==> config.mk <==
export PLATFORM = sky130hd
export DESIGN_NAME = udp_header_tx
export DESIGN_NICKNAME = d
export VERILOG_FILES = /design/src/rtl/udp_header_tx.sv
export SDC_FILE = /design/constraint.sdc
export NUM_CORES = 1
export LEC_CHECK = 0
export BUFFER_PORTS_ARGS = -buffer_cell sky130_fd_sc_hd__buf_2
export CORE_MARGIN = 8
export CORE_UTILIZATION = 47
export CTS_CLUSTER_DIAMETER = 60
export CTS_CLUSTER_SIZE = 28
export DETAILED_ROUTE_END_ITERATION = 7
export GPL_ROUTABILITY_DRIVEN = 0
export GPL_TIMING_DRIVEN = 0
export PLACE_DENSITY = 0.7
export SLEW_MARGIN = 20
export SYNTH_ARGS = -nofsm -noshare
export SYNTH_HDL_FRONTEND = slang
export SYNTH_SLANG_ARGS = --single-unit
export TNS_END_PERCENT = 5
==> constraint.sdc <==
create_clock -name clock -period 5.9 [get_ports clock]
set_input_delay 0.295 -clock clock [delete_from_list [all_inputs] [get_ports clock]]
set_output_delay 0.295 -clock clock [all_outputs]
set_load 0.01 [all_outputs]
==> src/rtl/udp_header_tx.sv <==
// UDP header prepender: emits an 8-byte UDP header (checksum 0) followed by the
// payload stream, with one output register stage and ready/valid handshakes.
module udp_header_tx #(
  parameter int unsigned MAX_PAYLOAD = 1472
) (
  input  logic        clock,
  input  logic        sclr,
  input  logic        start,
  input  logic [15:0] src_port,
  input  logic [15:0] dst_port,
  input  logic [15:0] payload_len,
  output logic        busy,
  output logic        len_err,
  input  logic [7:0]  pl_data,
  input  logic        pl_valid,
  output logic        pl_ready,
  output logic [7:0]  dataout,
  output logic        dataen,
  output logic        data_last,
  input  logic        out_ready
);

  localparam int unsigned LEN_W  = 16;
  localparam int unsigned BYTE_W = 8;
  localparam int unsigned CNT_W  = 3;
  localparam int unsigned HDR_W  = 8;

  typedef enum logic [1:0] {
    S_IDLE,
    S_HDR,
    S_PAYLOAD
  } state_t;

  state_t              r_state,     w_state_nxt;
  logic [LEN_W-1:0]    r_src,       w_src_nxt;
  logic [LEN_W-1:0]    r_dst,       w_dst_nxt;
  logic [LEN_W-1:0]    r_len_fld,   w_len_fld_nxt;
  logic [LEN_W-1:0]    r_remaining, w_remaining_nxt;
  logic [CNT_W-1:0]    r_hdr_cnt,   w_hdr_cnt_nxt;
  logic [BYTE_W-1:0]   r_dataout,   w_dataout_nxt;
  logic                r_dataen,    w_dataen_nxt;
  logic                r_last,      w_last_nxt;
  logic                r_busy,      w_busy_nxt;
  logic                r_len_err,   w_len_err_nxt;

  logic                w_out_xfer;
  logic                w_out_free;
  logic                w_pl_ready;
  logic                w_pl_xfer;
  logic                w_len_bad;
  logic [CNT_W-1:0]    w_hdr_idx;
  logic [BYTE_W-1:0]   w_hdr_byte;

  assign w_out_xfer = r_dataen & out_ready;
  assign w_out_free = ~r_dataen | out_ready;
  assign w_pl_ready = (r_state == S_PAYLOAD) && (r_remaining != '0) && w_out_free;
  assign w_pl_xfer  = pl_valid & w_pl_ready;
  assign w_len_bad  = payload_len > LEN_W'(MAX_PAYLOAD);
  assign w_hdr_idx  = r_hdr_cnt + CNT_W'(1);

  // Header byte that follows the one currently held in the output register
  always_comb begin
    w_hdr_byte = '0;
    case (w_hdr_idx)
      CNT_W'(0): w_hdr_byte = r_src[15:8];
      CNT_W'(1): w_hdr_byte = r_src[7:0];
      CNT_W'(2): w_hdr_byte = r_dst[15:8];
      CNT_W'(3): w_hdr_byte = r_dst[7:0];
      CNT_W'(4): w_hdr_byte = r_len_fld[15:8];
      CNT_W'(5): w_hdr_byte = r_len_fld[7:0];
      default:   w_hdr_byte = '0;
    endcase
  end

  // Next-state and datapath. PAYLOAD is entered as header byte 7 is loaded so
  // the first payload byte can follow it without a bubble.
  always_comb begin
    w_state_nxt     = r_state;
    w_src_nxt       = r_src;
    w_dst_nxt       = r_dst;
    w_len_fld_nxt   = r_len_fld;
    w_remaining_nxt = r_remaining;
    w_hdr_cnt_nxt   = r_hdr_cnt;
    w_dataout_nxt   = r_dataout;
    w_dataen_nxt    = r_dataen;
    w_last_nxt      = r_last;
    w_len_err_nxt   = 1'b0;

    case (r_state)
      S_IDLE: begin
        if (start) begin
          if (w_len_bad) begin
            w_len_err_nxt = 1'b1;
          end else begin
            w_src_nxt       = src_port;
            w_dst_nxt       = dst_port;
            w_len_fld_nxt   = payload_len + LEN_W'(HDR_W);
            w_remaining_nxt = payload_len;
            w_hdr_cnt_nxt   = '0;
            w_dataout_nxt   = src_port[15:8];
            w_dataen_nxt    = 1'b1;
            w_last_nxt      = 1'b0;
            w_state_nxt     = S_HDR;
          end
        end
      end
      S_HDR: begin
        if (w_out_xfer) begin
          if (r_hdr_cnt == CNT_W'(HDR_W - 1)) begin
            w_dataen_nxt = 1'b0;
            w_last_nxt   = 1'b0;
            w_state_nxt  = S_IDLE;
          end else begin
            w_hdr_cnt_nxt = w_hdr_idx;
            w_dataout_nxt = w_hdr_byte;
            w_dataen_nxt  = 1'b1;
            if (w_hdr_idx == CNT_W'(HDR_W - 1)) begin
              w_last_nxt = (r_remaining == '0);
              if (r_remaining != '0) begin
                w_state_nxt = S_PAYLOAD;
              end
            end
          end
        end
      end
      S_PAYLOAD: begin
        if (w_pl_xfer) begin
          w_dataout_nxt   = pl_data;
          w_dataen_nxt    = 1'b1;
          w_last_nxt      = (r_remaining == LEN_W'(1));
          w_remaining_nxt = r_remaining - LEN_W'(1);
        end else if (w_out_xfer) begin
          w_dataen_nxt = 1'b0;
          w_last_nxt   = 1'b0;
          if (r_last) begin
            w_state_nxt = S_IDLE;
          end
        end
      end
      default: begin
        w_state_nxt  = S_IDLE;
        w_dataen_nxt = 1'b0;
        w_last_nxt   = 1'b0;
      end
    endcase

    w_busy_nxt = (w_state_nxt != S_IDLE);
  end

  always_ff @(posedge clock) begin
    if (sclr) begin
      r_state     <= S_IDLE;
      r_src       <= '0;
      r_dst       <= '0;
      r_len_fld   <= '0;
      r_remaining <= '0;
      r_hdr_cnt   <= '0;
      r_dataout   <= '0;
      r_dataen    <= 1'b0;
      r_last      <= 1'b0;
      r_busy      <= 1'b0;
      r_len_err   <= 1'b0;
    end else begin
      r_state     <= w_state_nxt;
      r_src       <= w_src_nxt;
      r_dst       <= w_dst_nxt;
      r_len_fld   <= w_len_fld_nxt;
      r_remaining <= w_remaining_nxt;
      r_hdr_cnt   <= w_hdr_cnt_nxt;
      r_dataout   <= w_dataout_nxt;
      r_dataen    <= w_dataen_nxt;
      r_last      <= w_last_nxt;
      r_busy      <= w_busy_nxt;
      r_len_err   <= w_len_err_nxt;
    end
  end

  assign busy      = r_busy;
  assign len_err   = r_len_err;
  assign pl_ready  = w_pl_ready;
  assign dataout   = r_dataout;
  assign dataen    = r_dataen;
  assign data_last = r_last;

endmodule

==> impl_metrics.json <==
{
  "status": "finished, final reports clean",
  "antenna_viol_nets_final": 0,
  "ys_ff_latch": 81,
  "async_reset_ff_share_pct": 0,
  "rsz0062_at_grt": "no",
  "final_nets": 659,
  "portBuffers": 73,
  "setup.worst_path.end_class": "flop",
  "crit_fanout": 10,
  "cts.reportedPaths.clkPinSlew_ns": 0.09,
  "area_growth_pct": 17.2,
  "postCtsHoldBufs": 0,
  "ys.warnings.count": 0,
  "placement_rows": 35,
  "grt-ovfl-total": 0,
  "count_of_fill_cells_added_during_filler_insertion": 882,
  "synthCells": 500,
  "syn-cell-area_sq_um": 4350,
  "place_hpwl_microns": 9840,
  "detail_route.iter0.violations": 283,
  "setup.worst_path.start_class": "flop",
  "maxSlewViolCount": 0,
  "clock-skew-final_ns": 0.00564,
  "final_hold_viol_count": 0,
  "fmax_mhz": 370,
  "first_global_vias": 4307,
  "vias_per_cell": 6.14,
  "report.power.total_w": 0.00116,
  "yosysMostFrequentCell": "sky130_fd_sc_hd__dfxtp_1",
  "die_width_microns": 112,
  "fin_setup_tns_ns": 0,
  "cts_htree_levels": 3,
  "core_area_sq_um": 9110,
  "finalWirelength_microns": 13200,
  "maxCapViolations": 0,
  "setup_viol": 0,
  "seq_area_frac_synth_pct": 37.3,
  "most_used_flip_flop_cell_after_synthesis": "sky130_fd_sc_hd__dfxtp_1",
  "final_min_period_over_clock_period_pct": 45.9,
  "clock_insertion_delay_worst_skew_ns": 0.36,
  "clk_path_buf_depth": 2,
  "post-synth-top-area-fraction_pct": 37.3,
  "tritoncts_num_sinks": 81,
  "grt_pass1_wl_microns": 21600,
  "yosys-top-cells-count": "sky130_fd_sc_hd__dfxtp_1, sky130_fd_sc_hd__nor2_1, sky130_fd_sc_hd__mux2i_1",
  "post_route_cells_drive_above_1_share_pct": 18.3,
  "critical_path_arrival_ns": 2.96,
  "synth_cell_types": 58,
  "dr.pass1.iters": 5,
  "post_synth_net_total": 575,
  "power.ir.vdd_worst_v": 0.000146,
  "pin_count": 74,
  "total_via_count_after_detailed_routing": 4301,
  "tritoncts": "built",
  "dieArea_sq_um": 12600,
  "powerDensity_nw_per_um2": 227,
  "routedWlPerCell_microns": 18.9,
  "synth_top_cells_by_area": "sky130_fd_sc_hd__dfxtp_1, sky130_fd_sc_hd__mux2i_1, sky130_fd_sc_hd__nor2_1",
  "start_util_pct": 47.7,
  "syn_avg_cell_area_sq_um": 8.69,
  "netlist.top_cell.by_area": "sky130_fd_sc_hd__dfxtp_1",
  "cts.repair_timing.setup_buffer_count": 0,
  "tightest_slew_ns": 1.12,
  "synth-edff-count": 0,
  "crit_chain": "ha_1, ha_1, clkbuf_1, clkbuf_1, nand2_1, nor3_1, a21oi_1, o32ai_1",
  "cpPeakStageDelay_ns": 0.43,
  "period_minus_slack_ns": 2.71,
  "timing.max_slew.rel_slack_pct": 25.0,
  "dieHeight_microns": 112,
  "hold_class": "in2reg",
  "path_class": "reg2reg",
  "grt_start_max_net_pins": 15,
  "global_route.usage.total_pct": 21.1,
  "leakage_nw": 1.95,
  "crit_slowest_cell": "sky130_fd_sc_hd__ha_1",
  "antenna_cells_inserted": 0,
  "cts_inserted_buffers": 9,
  "initial_antenna_violation_count": 0,
  "drc_errors": 0,
  "cts_root_buf": "sky130_fd_sc_hd__clkbuf_8",
  "worst_ep_required_time_ns": 6.16,
  "post_cts_gate_resize_count": 0
}
[final timing paths]
path | slack (ns) | depth (start not counted) | start | end
setup / recovery | 3.19 | 8 | r_hdr_cnt[0] | busy
hold / removal | 0.17 | 3 | dst_port[4] | r_dst[4]
setup reg to reg | 3.19 | 8 | r_hdr_cnt[0] | busy
hold reg to reg | 0.46 | 2 | dataout[7] | dataout[7]
[through the flow]
stage	area [sq um]	cells	setup slack [ns]	util, %	hold WS (ns)
detailed placement	4850	684	3.04	53.2	0.445
global placement	4850	684	3.06	53.2	0.443
floorplan	4350	500	3.71	-	0.391
global route	5090	700	2.93	55.9	0.175
finish	5090	700	3.19	55.9	0.174
CTS	5090	700	3.22	55.9	0.170
[critical path: cells and delay by family, from the launching register on]
family / cells / cell delay (ns)
adder cells (fa/ha/maj): 2 / 0.64
flip-flops: 1 / 0.36
buffers and inverters: 2 / 0.80
AO/OA/AOI/OAI: 2 / 0.41
AND/OR/NAND/NOR: 2 / 0.39
[layer usage]
metal  share of wire (%)  track usage (%)  vias up
li1                    -                -     2023
met5                   0                0        -
met2                  46             34.2      218
met4                 3.0             9.80        0
met3                 8.8             4.72       36
met1                  42             26.2     2024
[area by class of cell]
class                   instances  area (sq um)  area share (%)
clock buffers                  10           128            2.51
flip-flops and latches         81          1620            31.8
clock inverters                 6           115            2.26
well taps                     111           139            2.73
repair buffers                 73           365            7.17
multi-input cells             373          2540            50.0
inverters                      12          45.0           0.885
plain buffers                  34           134            2.63
[kinds of logic (layout without fill, tap and decap cells)]
logic type	after synthesis	in the layout	synth area share (%)
adder cells (fa/ha/maj)	14	14	4.03
buffers and inverters	46	135	4.12
AND/OR/NAND/NOR	180	180	19.7
XOR/XNOR	6	6	1.21
multiplexers	59	59	13.7
AO/OA/AOI/OAI	114	114	19.9
flip-flops	81	81	37.3
[registers in the layout, summed over array words and instances (netlist names)]
signal / count
data_last: 1
len_err: 1
r_src: 16
r_len_fld: 16
r_hdr_cnt: 3
dataout: 8
busy: 1
r_dst: 16
dataen: 1
r_state: 2
r_remaining: 16
[where the power goes]
part | switching (W) | internal [W] | leakage (nW) | total (W)
Sequential | 0.00000375 | 0.000551 | 0.653 | 0.000554
Combinational | 0.0000596 | 0.0000391 | 1.18 | 0.0000986
Clock | 0.000220 | 0.000284 | 0.117 | 0.000504
Total | 0.000283 | 0.000874 | 1.95 | 0.00116
[cell usage in the layout, fill, tap and decap left out, types with 4 or more instances in the layout]
cell / netlist / layout
sky130_fd_sc_hd__a21oi_1: 14 / 14
sky130_fd_sc_hd__and2_1: 8 / 8
sky130_fd_sc_hd__nor4_1: 8 / 8
sky130_fd_sc_hd__nor2_1: 78 / 78
sky130_fd_sc_hd__mux2i_1: 54 / 54
sky130_fd_sc_hd__a32o_1: 6 / 6
sky130_fd_sc_hd__o31a_1: 4 / 4
sky130_fd_sc_hd__nand3_1: 7 / 7
sky130_fd_sc_hd__o32ai_1: 6 / 6
sky130_fd_sc_hd__mux2_2: 5 / 5
sky130_fd_sc_hd__o21ai_0: 17 / 17
sky130_fd_sc_hd__a311o_1: 6 / 6
sky130_fd_sc_hd__clkbuf_1: 26 / 27
sky130_fd_sc_hd__clkbuf_8: 0 / 9
sky130_fd_sc_hd__o31ai_1: 10 / 10
sky130_fd_sc_hd__a211oi_1: 12 / 12
sky130_fd_sc_hd__nor3_1: 9 / 9
sky130_fd_sc_hd__dfxtp_1: 81 / 81
sky130_fd_sc_hd__nand4_1: 5 / 5
sky130_fd_sc_hd__nand2_1: 40 / 40
sky130_fd_sc_hd__nor2b_1: 6 / 6
sky130_fd_sc_hd__inv_1: 12 / 12
sky130_fd_sc_hd__a222oi_1: 8 / 8
sky130_fd_sc_hd__buf_2: 5 / 78
sky130_fd_sc_hd__ha_1: 14 / 14
Note: power is estimated with default switching activity, not from simulation.
